===== src/rtl/eb_pack_pkg.sv =====
// Shared constants and helpers for the eb_pack width-up packer.
// Default geometry, lane-count type and lane addressing used by the RTL and the bench.
package eb_pack_pkg;

  localparam int WIDTH_DEF     = 8;
  localparam int RATIO_DEF     = 4;
  localparam int RATIOLOG2_DEF = 2;

  // t_0_ack is high out of reset: nothing is parked yet.
  localparam logic T_ACK_RESET = 1'b1;

  typedef logic [RATIOLOG2_DEF-1:0] lane_cnt_t;

  function automatic int lane_lsb(input int k, input int width);
    return k * width;
  endfunction

endpackage


===== src/rtl/eb_pack_if.sv =====
// Narrow req/ack target side and wide req/ack initiator side of the packer.
// The slave modport is the packer; the master modport is its environment.
interface eb_pack_if
  import eb_pack_pkg::*;
#(
  parameter int WIDTH     = WIDTH_DEF,
  parameter int RATIO     = RATIO_DEF,
  parameter int RATIOLOG2 = RATIOLOG2_DEF
);

  logic                   t_0_req;
  logic                   t_0_ack;
  logic [WIDTH-1:0]       t_0_data;
  logic                   t_0_last;

  logic                   i_0_req;
  logic                   i_0_ack;
  logic [WIDTH*RATIO-1:0] i_0_data;
  logic [RATIOLOG2-1:0]   i_0_cnt;
  logic                   i_0_last;

  modport slave (
    input  t_0_req, t_0_data, t_0_last, i_0_ack,
    output t_0_ack, i_0_req, i_0_data, i_0_cnt, i_0_last
  );

  modport master (
    output t_0_req, t_0_data, t_0_last, i_0_ack,
    input  t_0_ack, i_0_req, i_0_data, i_0_cnt, i_0_last
  );

endinterface


===== src/rtl/eb_hold_reg.sv =====
// One-entry req/ack holding register with a generic payload.
// empty_or_draining tells the producer a load this edge will not overwrite a live word.
module eb_hold_reg #(
  parameter int W = 8
) (
  input  logic         clk,
  input  logic         reset,
  input  logic         load,
  input  logic [W-1:0] load_data,
  output logic         out_req,
  input  logic         out_ack,
  output logic [W-1:0] out_data,
  output logic         empty_or_draining
);

  assign empty_or_draining = !out_req || out_ack;

  // A load wins over a drain so a back-to-back word leaves no bubble on out_req.
  always_ff @(posedge clk) begin
    if (reset) begin
      out_req  <= 1'b0;
      out_data <= '0;
    end else if (load) begin
      out_req  <= 1'b1;
      out_data <= load_data;
    end else if (out_ack) begin
      out_req  <= 1'b0;
    end
  end

endmodule


===== src/rtl/eb_pack.sv =====
// Width-up packer: gathers RATIO narrow beats (or fewer, closed by t_0_last) into one
// wide word, parking at most one completed word while the output register is busy.
module eb_pack
  import eb_pack_pkg::*;
#(
  parameter int WIDTH     = WIDTH_DEF,
  parameter int RATIO     = RATIO_DEF,
  parameter int RATIOLOG2 = RATIOLOG2_DEF
) (
  input  logic       clk,
  input  logic       reset,
  eb_pack_if.slave   bus
);

  localparam int WORD_W = WIDTH * RATIO;
  localparam int HOLD_W = WORD_W + RATIOLOG2 + 1;

  logic [RATIOLOG2-1:0] lane;
  logic [RATIOLOG2-1:0] acc_cnt;
  logic [WORD_W-1:0]    acc;
  logic [WORD_W-1:0]    new_word;
  logic                 acc_last;
  logic                 pend;
  logic                 beat;
  logic                 completing;
  logic                 empty_or_draining;
  logic                 load;
  logic                 hold_req;
  logic [HOLD_W-1:0]    load_payload;
  logic [HOLD_W-1:0]    hold_payload;

  assign beat         = bus.t_0_req && !pend;
  assign completing   = beat && ((lane == RATIOLOG2'(RATIO - 1)) || bus.t_0_last);
  assign load         = empty_or_draining && (pend || completing);
  assign load_payload = pend ? {acc_last, acc_cnt, acc}
                             : {bus.t_0_last, lane, new_word};
  assign bus.t_0_ack  = !pend;

  // Lanes below the current one come from the accumulator; lanes above it read as
  // zero, so a short word never exposes bytes left over from an earlier word.
  always_comb begin
    new_word = '0;
    for (int k = 0; k < RATIO; k++) begin
      if (k < int'(lane)) begin
        new_word[lane_lsb(k, WIDTH) +: WIDTH] = acc[lane_lsb(k, WIDTH) +: WIDTH];
      end else if (k == int'(lane)) begin
        new_word[lane_lsb(k, WIDTH) +: WIDTH] = bus.t_0_data;
      end
    end
  end

  always_ff @(posedge clk) begin
    if (reset) begin
      lane     <= '0;
      acc      <= '0;
      acc_cnt  <= '0;
      acc_last <= 1'b0;
      pend     <= !T_ACK_RESET;
    end else if (beat) begin
      acc  <= new_word;
      lane <= completing ? '0 : lane + 1'b1;
      if (completing) begin
        acc_cnt  <= lane;
        acc_last <= bus.t_0_last;
        pend     <= !empty_or_draining;
      end
    end else if (pend && empty_or_draining) begin
      pend <= 1'b0;
    end
  end

  eb_hold_reg #(
    .W (HOLD_W)
  ) u_hold (
    .clk               (clk),
    .reset             (reset),
    .load              (load),
    .load_data         (load_payload),
    .out_req           (hold_req),
    .out_ack           (bus.i_0_ack),
    .out_data          (hold_payload),
    .empty_or_draining (empty_or_draining)
  );

  assign bus.i_0_req  = hold_req;
  assign bus.i_0_data = hold_payload[WORD_W-1:0];
  assign bus.i_0_cnt  = hold_payload[WORD_W +: RATIOLOG2];
  assign bus.i_0_last = hold_payload[HOLD_W-1];

endmodule

===== src/flat_wrapper.sv =====
// flat-port wrapper written by rule: the top's interface ports become plain ports
module eb_pack_flat import eb_pack_pkg::*;
#(
  parameter int WIDTH     = WIDTH_DEF,
  parameter int RATIO     = RATIO_DEF,
  parameter int RATIOLOG2 = RATIOLOG2_DEF
)
  (clk, reset, bus_t_0_req, bus_t_0_data, bus_t_0_last, bus_i_0_ack, bus_t_0_ack, bus_i_0_req, bus_i_0_data, bus_i_0_cnt, bus_i_0_last);
  eb_pack_if #(.WIDTH(WIDTH), .RATIO(RATIO), .RATIOLOG2(RATIOLOG2)) bus_i ();
  input  logic clk;
  input  logic reset;
  input wire logic [$bits(bus_i.t_0_req)-1:0] bus_t_0_req;
  input wire logic [$bits(bus_i.t_0_data)-1:0] bus_t_0_data;
  input wire logic [$bits(bus_i.t_0_last)-1:0] bus_t_0_last;
  input wire logic [$bits(bus_i.i_0_ack)-1:0] bus_i_0_ack;
  output wire logic [$bits(bus_i.t_0_ack)-1:0] bus_t_0_ack;
  output wire logic [$bits(bus_i.i_0_req)-1:0] bus_i_0_req;
  output wire logic [$bits(bus_i.i_0_data)-1:0] bus_i_0_data;
  output wire logic [$bits(bus_i.i_0_cnt)-1:0] bus_i_0_cnt;
  output wire logic [$bits(bus_i.i_0_last)-1:0] bus_i_0_last;
  assign bus_i.t_0_req = bus_t_0_req;
  assign bus_i.t_0_data = bus_t_0_data;
  assign bus_i.t_0_last = bus_t_0_last;
  assign bus_i.i_0_ack = bus_i_0_ack;
  assign bus_t_0_ack = bus_i.t_0_ack;
  assign bus_i_0_req = bus_i.i_0_req;
  assign bus_i_0_data = bus_i.i_0_data;
  assign bus_i_0_cnt = bus_i.i_0_cnt;
  assign bus_i_0_last = bus_i.i_0_last;
  eb_pack #(.WIDTH(WIDTH), .RATIO(RATIO), .RATIOLOG2(RATIOLOG2)) u_core (.clk(clk), .reset(reset), .bus(bus_i));
endmodule

===== config.mk =====
export PLATFORM = sky130hd
export DESIGN_NAME = eb_pack_flat
export DESIGN_NICKNAME = d
export VERILOG_FILES = /design/src/rtl/eb_pack_pkg.sv /design/src/rtl/eb_pack_if.sv /design/src/rtl/eb_hold_reg.sv /design/src/rtl/eb_pack.sv /design/src/flat_wrapper.sv
export SDC_FILE = /design/constraint.sdc
export NUM_CORES = 1
export LEC_CHECK = 0
export ABC_CLOCK_PERIOD_IN_PS = 4000
export CAP_MARGIN = 20
export CELL_PAD_IN_SITES_DETAIL_PLACEMENT = 1
export CELL_PAD_IN_SITES_GLOBAL_PLACEMENT = 2
export CORE_ASPECT_RATIO = 1.5
export CORE_MARGIN = 5
export CORE_UTILIZATION = 40
export DETAILED_ROUTE_END_ITERATION = 12
export DONT_BUFFER_PORTS = 1
export PLACE_DENSITY = 0.86
export RECOVER_POWER = 50
export SLEW_MARGIN = 20
export SYNTH_ARGS = -nofsm -noshare
export SYNTH_HDL_FRONTEND = slang
export SYNTH_HIERARCHICAL = 1
export SYNTH_SLANG_ARGS = --single-unit

===== constraint.sdc =====
create_clock -name clk -period 4 [get_ports clk]
set_input_delay 0.8 -clock clk [delete_from_list [all_inputs] [get_ports clk]]
set_output_delay 0.8 -clock clk [all_outputs]
set_load 0.01 [all_outputs]

# --- Word level (Yosys, flattened, before mapping) ---
# Cells that the tools add are included.
# Widths: inputs -> output; s select.
classes:
  add_sub_neg: 1
  magnitude_cmp: 3
  eq_ne: 5
  mux: 14
  n_reduce_logical: 15
op_table:
  columns: ["cell", "count"]
  rows:
  - ["$mux 8", 7]
  - ["$mux 35", 1]
  - ["$mux 1", 5]
  - ["$eq 2x2->1 const A", 2]
  - ["$logic_and 1x1->1", 4]
  - ["$lt 1x2->1 const A", 2]
  - ["$reduce_and 2->1", 2]
  - ["$reduce_bool 2->1", 2]
  - ["$logic_not 1->1", 3]
  - ["$logic_or 1x1->1", 3]
  - ["$add 2x1->2 const B", 1]
  - ["$eq 1x2->1 const A", 1]
  - ["$eq 2x2->1 const B", 1]
  - ["$logic_not 2->1", 1]
  - ["$lt 2x2->1 const A", 1]
  - ["$mux 2", 1]
  - ["$ne 2x2->1 const B", 1]
word_totals:
  regBits: 74
  input_bits: 13
  output_inout_bits: 37

# --- Depth between registers and ports, before layout ---
depth:
  ltp_word: 6
  ltp_mapped: 9
  depth_no_buf: 6

# --- Cells and area by module ---
# Netlist, hierarchy kept.
modules_own_cells:
  columns: ["mod", "n_inst", "cells_each", "area_per_inst_um2"]
  rows:
  - ["eb_pack", 1, 290, 2044.5]
  - ["eb_hold_reg", 1, 117, 1306.3]

# --- Worst setup path after synthesis ---
# Ideal clock, no wire load.
synth_path:
  path_type: "input port to flip-flop"
  from: "in bus_t_0_last"
  to: "reg u_core.u_hold.out_data[11]"
  arrival_ns: 1.752
  required_ns: 3.872
  slack_ns: 2.120
  cell_stages: 7
  path_buffers: 2
  path_cell_list: "or2_1 > a21oi_1 > nor2b_1 > buf_6 > buf_12 > mux2i_1 > nor2_1"
synth_via:
  elab_chain_len: 4
synth_rtl:
  columns: ["element", "line_no", "text"]
  rows:
  - ["start, declared", "flat_wrapper.sv:14", "input wire logic [$bits(bus_i.t_0_last)-1:0] bus_t_0_last;"]
  - ["$logic_or 1x1->1", "eb_pack.sv:33", "assign completing = beat && ((lane == RATIOLOG2'(RATIO - 1)) || bus.t_0_last);"]
  - ["$logic_and 1x1->1", "eb_pack.sv:33", null]
  - ["$logic_or 1x1->1", "eb_pack.sv:34", "assign load = empty_or_draining && (pend || completing);"]
  - ["$logic_and 1x1->1", "eb_pack.sv:34", null]
  - ["via u_core.load", "eb_pack.sv:27", "logic load;"]
  - ["end signal, assigned", "eb_hold_reg.sv:25", "out_data <= load_data;"]
  - ["end, declared", "eb_hold_reg.sv:12", "output logic [W-1:0] out_data,"]
# The timed path passes the listed nets, and every way through them passes these cells.
# A chain may end at the register's enable or synchronous reset.

# --- Final worst setup path ---
layout_path:
  from: "reg u_core.lane[1]"
  to: "reg u_core.u_hold.out_data[15]"
layout_via:
  elab_chain_len: 5
  elab_cells_between_ends: 10
layout_rtl:
  columns: ["element", "line_no", "text"]
  rows:
  - ["start, declared", "eb_pack.sv:18", "logic [RATIOLOG2-1:0] lane;"]
  - ["start signal, assigned", "eb_pack.sv:61", "lane <= completing ? '0 : lane + 1'b1;"]
  - ["$eq 2x2->1", "eb_pack.sv:33", null]
  - ["$logic_or 1x1->1", "eb_pack.sv:33", null]
  - ["$logic_and 1x1->1", "eb_pack.sv:33", null]
  - ["$logic_or 1x1->1", "eb_pack.sv:34", null]
  - ["$logic_and 1x1->1", "eb_pack.sv:34", null]
  - ["via u_core.load", "eb_pack.sv:27", null]
# The timed path passes the listed nets, and every way through them passes these cells.

==> run metrics <==
status completed; clock skew between 0.004 and 0.005 ns; clock sink count 74; main area contributors after synthesis dfxtp_1 44%, mux2i_1 10%, nand2_1 10%, a21oi_1 5.8%, nand3_1 4.2%; ys async rst share 0; cell row count 41; CP cell instances ha_1, or2_1, a21oi_1, nor2b_4, buf_12, mux2i_1, nor2_1; placed cell count 477; gp weighted congestion 0.778; Max Cap Violations 0; CTS Root Buffer Type clkbuf_16; top-count cell post-synth nand2_1; RSZ-0062 raised after global routing false; vias in the first global route 2669; H-tree levels 3; number of synthesized flops with an enable pin 0; Netlist cell types 27; Max IR drop VDD 0.000234 V; slew margin rel. 0.536; Core Region 8310 um^2; antenna violations before repair 1; first-pass GRT wire length 13.6 mm; CP Launch Type flop; Syn Nets approximately 430; crit path capture type flop; Hold Path Class flop to flop; PortBufs 0; post-route ant nets 0; DRT Wirelength 8.41 mm; Initial Util 0.403; Longest Clk Path Bufs 2; die area 10300 um^2; nets@finish approximately 400; crit-path max FO 19; CTS tree done; fillers 1026; total track usage 0.170; slowest CP cell ha_1; PD cells 444 nW/um^2; crit path buf inv count 1; Avg Cell Area, Syn 8.23 um^2; Resized Gates After CTS 0; hold buffers post-CTS 0; Die Y 122 um; CTS buffer count 9; diode count 0; Warnings, synthesis 6; endpoints failing setup 0; Pleak around 1.2 nW; first-iteration detailed-routing DRC count between 100 and 150; Synth Cell Area about 3400 um^2; period utilization 0.690; io pins 50; Worst-path clk slew 0.05 ns; WP data required 4.22 ns; Slew Limit Fails 0; Syn Inst Count about 410; Clock Latency Late Sink 0.33 ns; GR Overflow Total 0; kind of critical path flop to flop; top_reg_cell synth dfxtp_1; via count between 2000 and 3000; synthesized flop and latch total 74; final std cells w/o fill 491; die span in x around 85 um; Synth area leader dfxtp_1; Synth top area share 0.442; Post-CTS Setup Bufs 0; largest net degree at the start of global routing 75; Max stage delay on crit path ~0.62 ns; actual slew at the worst max-slew pin 0.694 ns; Fin Setup TNS 0 ns; P&R area growth vs syn 5.41%; 1st-pass router iterations 4; crit path DAT between 2 and 3 ns; FMAX ~0.36 GHz; DR WL/cell 17.1 um; dpl hpwl 5.45 mm; Seq/Total Area, Yosys 0.442; share of cells above drive strength 1 0.0651; DRC violations left 0; cell family with most CP delay simple AND/OR/NAND/NOR gates; final hold viol count 0; commonest cells in the netlist 93 x nand2_1, 74 x dfxtp_1, 39 x a21oi_1; vias per cell ~5.4; min Tclk post-route 2.76 ns
## power by group
part	switching (W)	internal, W	total, W
sequential	0.0000141	0.000754	0.000768
clock	0.000276	0.000430	0.000706
combinational	0.0000538	0.0000397	0.0000935
## worst paths after layout
| check | start | to | slack [ns] | depth (start not counted) |
|---|---|---|---|---|
| worst max-delay path | u_core/lane[1] | u_core/u_hold/out_data[15] | 1.24 | 7 |
| worst min-delay path | u_core/acc[15] | u_core/acc[15] | 0.45 | 2 |
| worst max register to register | u_core/lane[1] | u_core/u_hold/out_data[15] | 1.24 | 7 |
| worst min register to register | u_core/acc[15] | u_core/acc[15] | 0.45 | 2 |
## metrics by stage
step / cell area, um^2 / total power (W) / utilization / setup slack [ns] / hold slack, ns
after CTS: 3530 / 0.00159 / 0.425 / 1.23 / 0.448
after global routing: 3530 / 0.00163 / 0.425 / 0.964 / 0.472
final: 3530 / 0.00157 / 0.425 / 1.24 / 0.452
after global placement: 3280 / 0.000874 / 0.394 / 1.38 / 0.434
after floorplan: 3350 / 0.000885 / - / 2.12 / 0.434
after detailed placement: 3280 / 0.000878 / 0.394 / 1.24 / 0.441
## tightest hold or removal path: cells and delay by family (launching register included)
kind	cells	cell delay, ns
AO/OA/AOI/OAI	1	0.05
flip-flops	1	0.31
AND/OR/NAND/NOR	1	0.05
## per-layer routing
layer / routed length [um] / share of wire / global-route usage / vias up
met4: 131 / 0.016 / 0.0693 / 2
met5: 13 / 0.0015 / 0 / -
li1: - / - / - / 1287
met3: 413 / 0.049 / 0.0426 / 15
met2: 4380 / 0.52 / 0.306 / 41
met1: 3470 / 0.41 / 0.189 / 1283
## area by class of cell
class                           count  area [um^2]  share of cell area
Timing Repair Buffer                2         27.5             0.00779
Tap cell                          107          134              0.0379
Sequential cell                    74         1480               0.419
Inverter                            5         18.8             0.00531
Clock buffer                       14          254              0.0719
Multi-Input combinational cell    289         1620               0.458
## flip-flops by register name, indices dropped and copies added, names as in the netlist
name and count:
u_core/acc 32, u_core/u_hold/out_data 35, u_core/lane 2, u_core/pend 1, u_core/acc_last 1, u_core/acc_cnt 2
u_core/u_hold/out_req 1
## cell families (layout without fill, tap and decap cells)
family / after synthesis / after routing / synth area share
AOI/OAI and AO/OA: 68 / 68 / 0.102
DFF: 74 / 74 / 0.442
and+or+nand+nor: 172 / 172 / 0.225
muxes: 44 / 44 / 0.135
adders and majority gates: 5 / 5 / 0.0187
buffers and inverters: 44 / 21 / 0.0777
## cells in the final DEF (no fill, tap or decap), types with 4 or more instances in the layout
cell type  instances
mux2i_1           35
clkbuf_1           4
o21ai_1            7
nor2_1            36
ha_1               5
inv_1              5
dfxtp_1           74
mux2_2             9
o21ai_0           22
clkbuf_16          9
nand3_1           28
a21oi_1           39
nand2_1           93
Power figures use the tool's default switching activity.
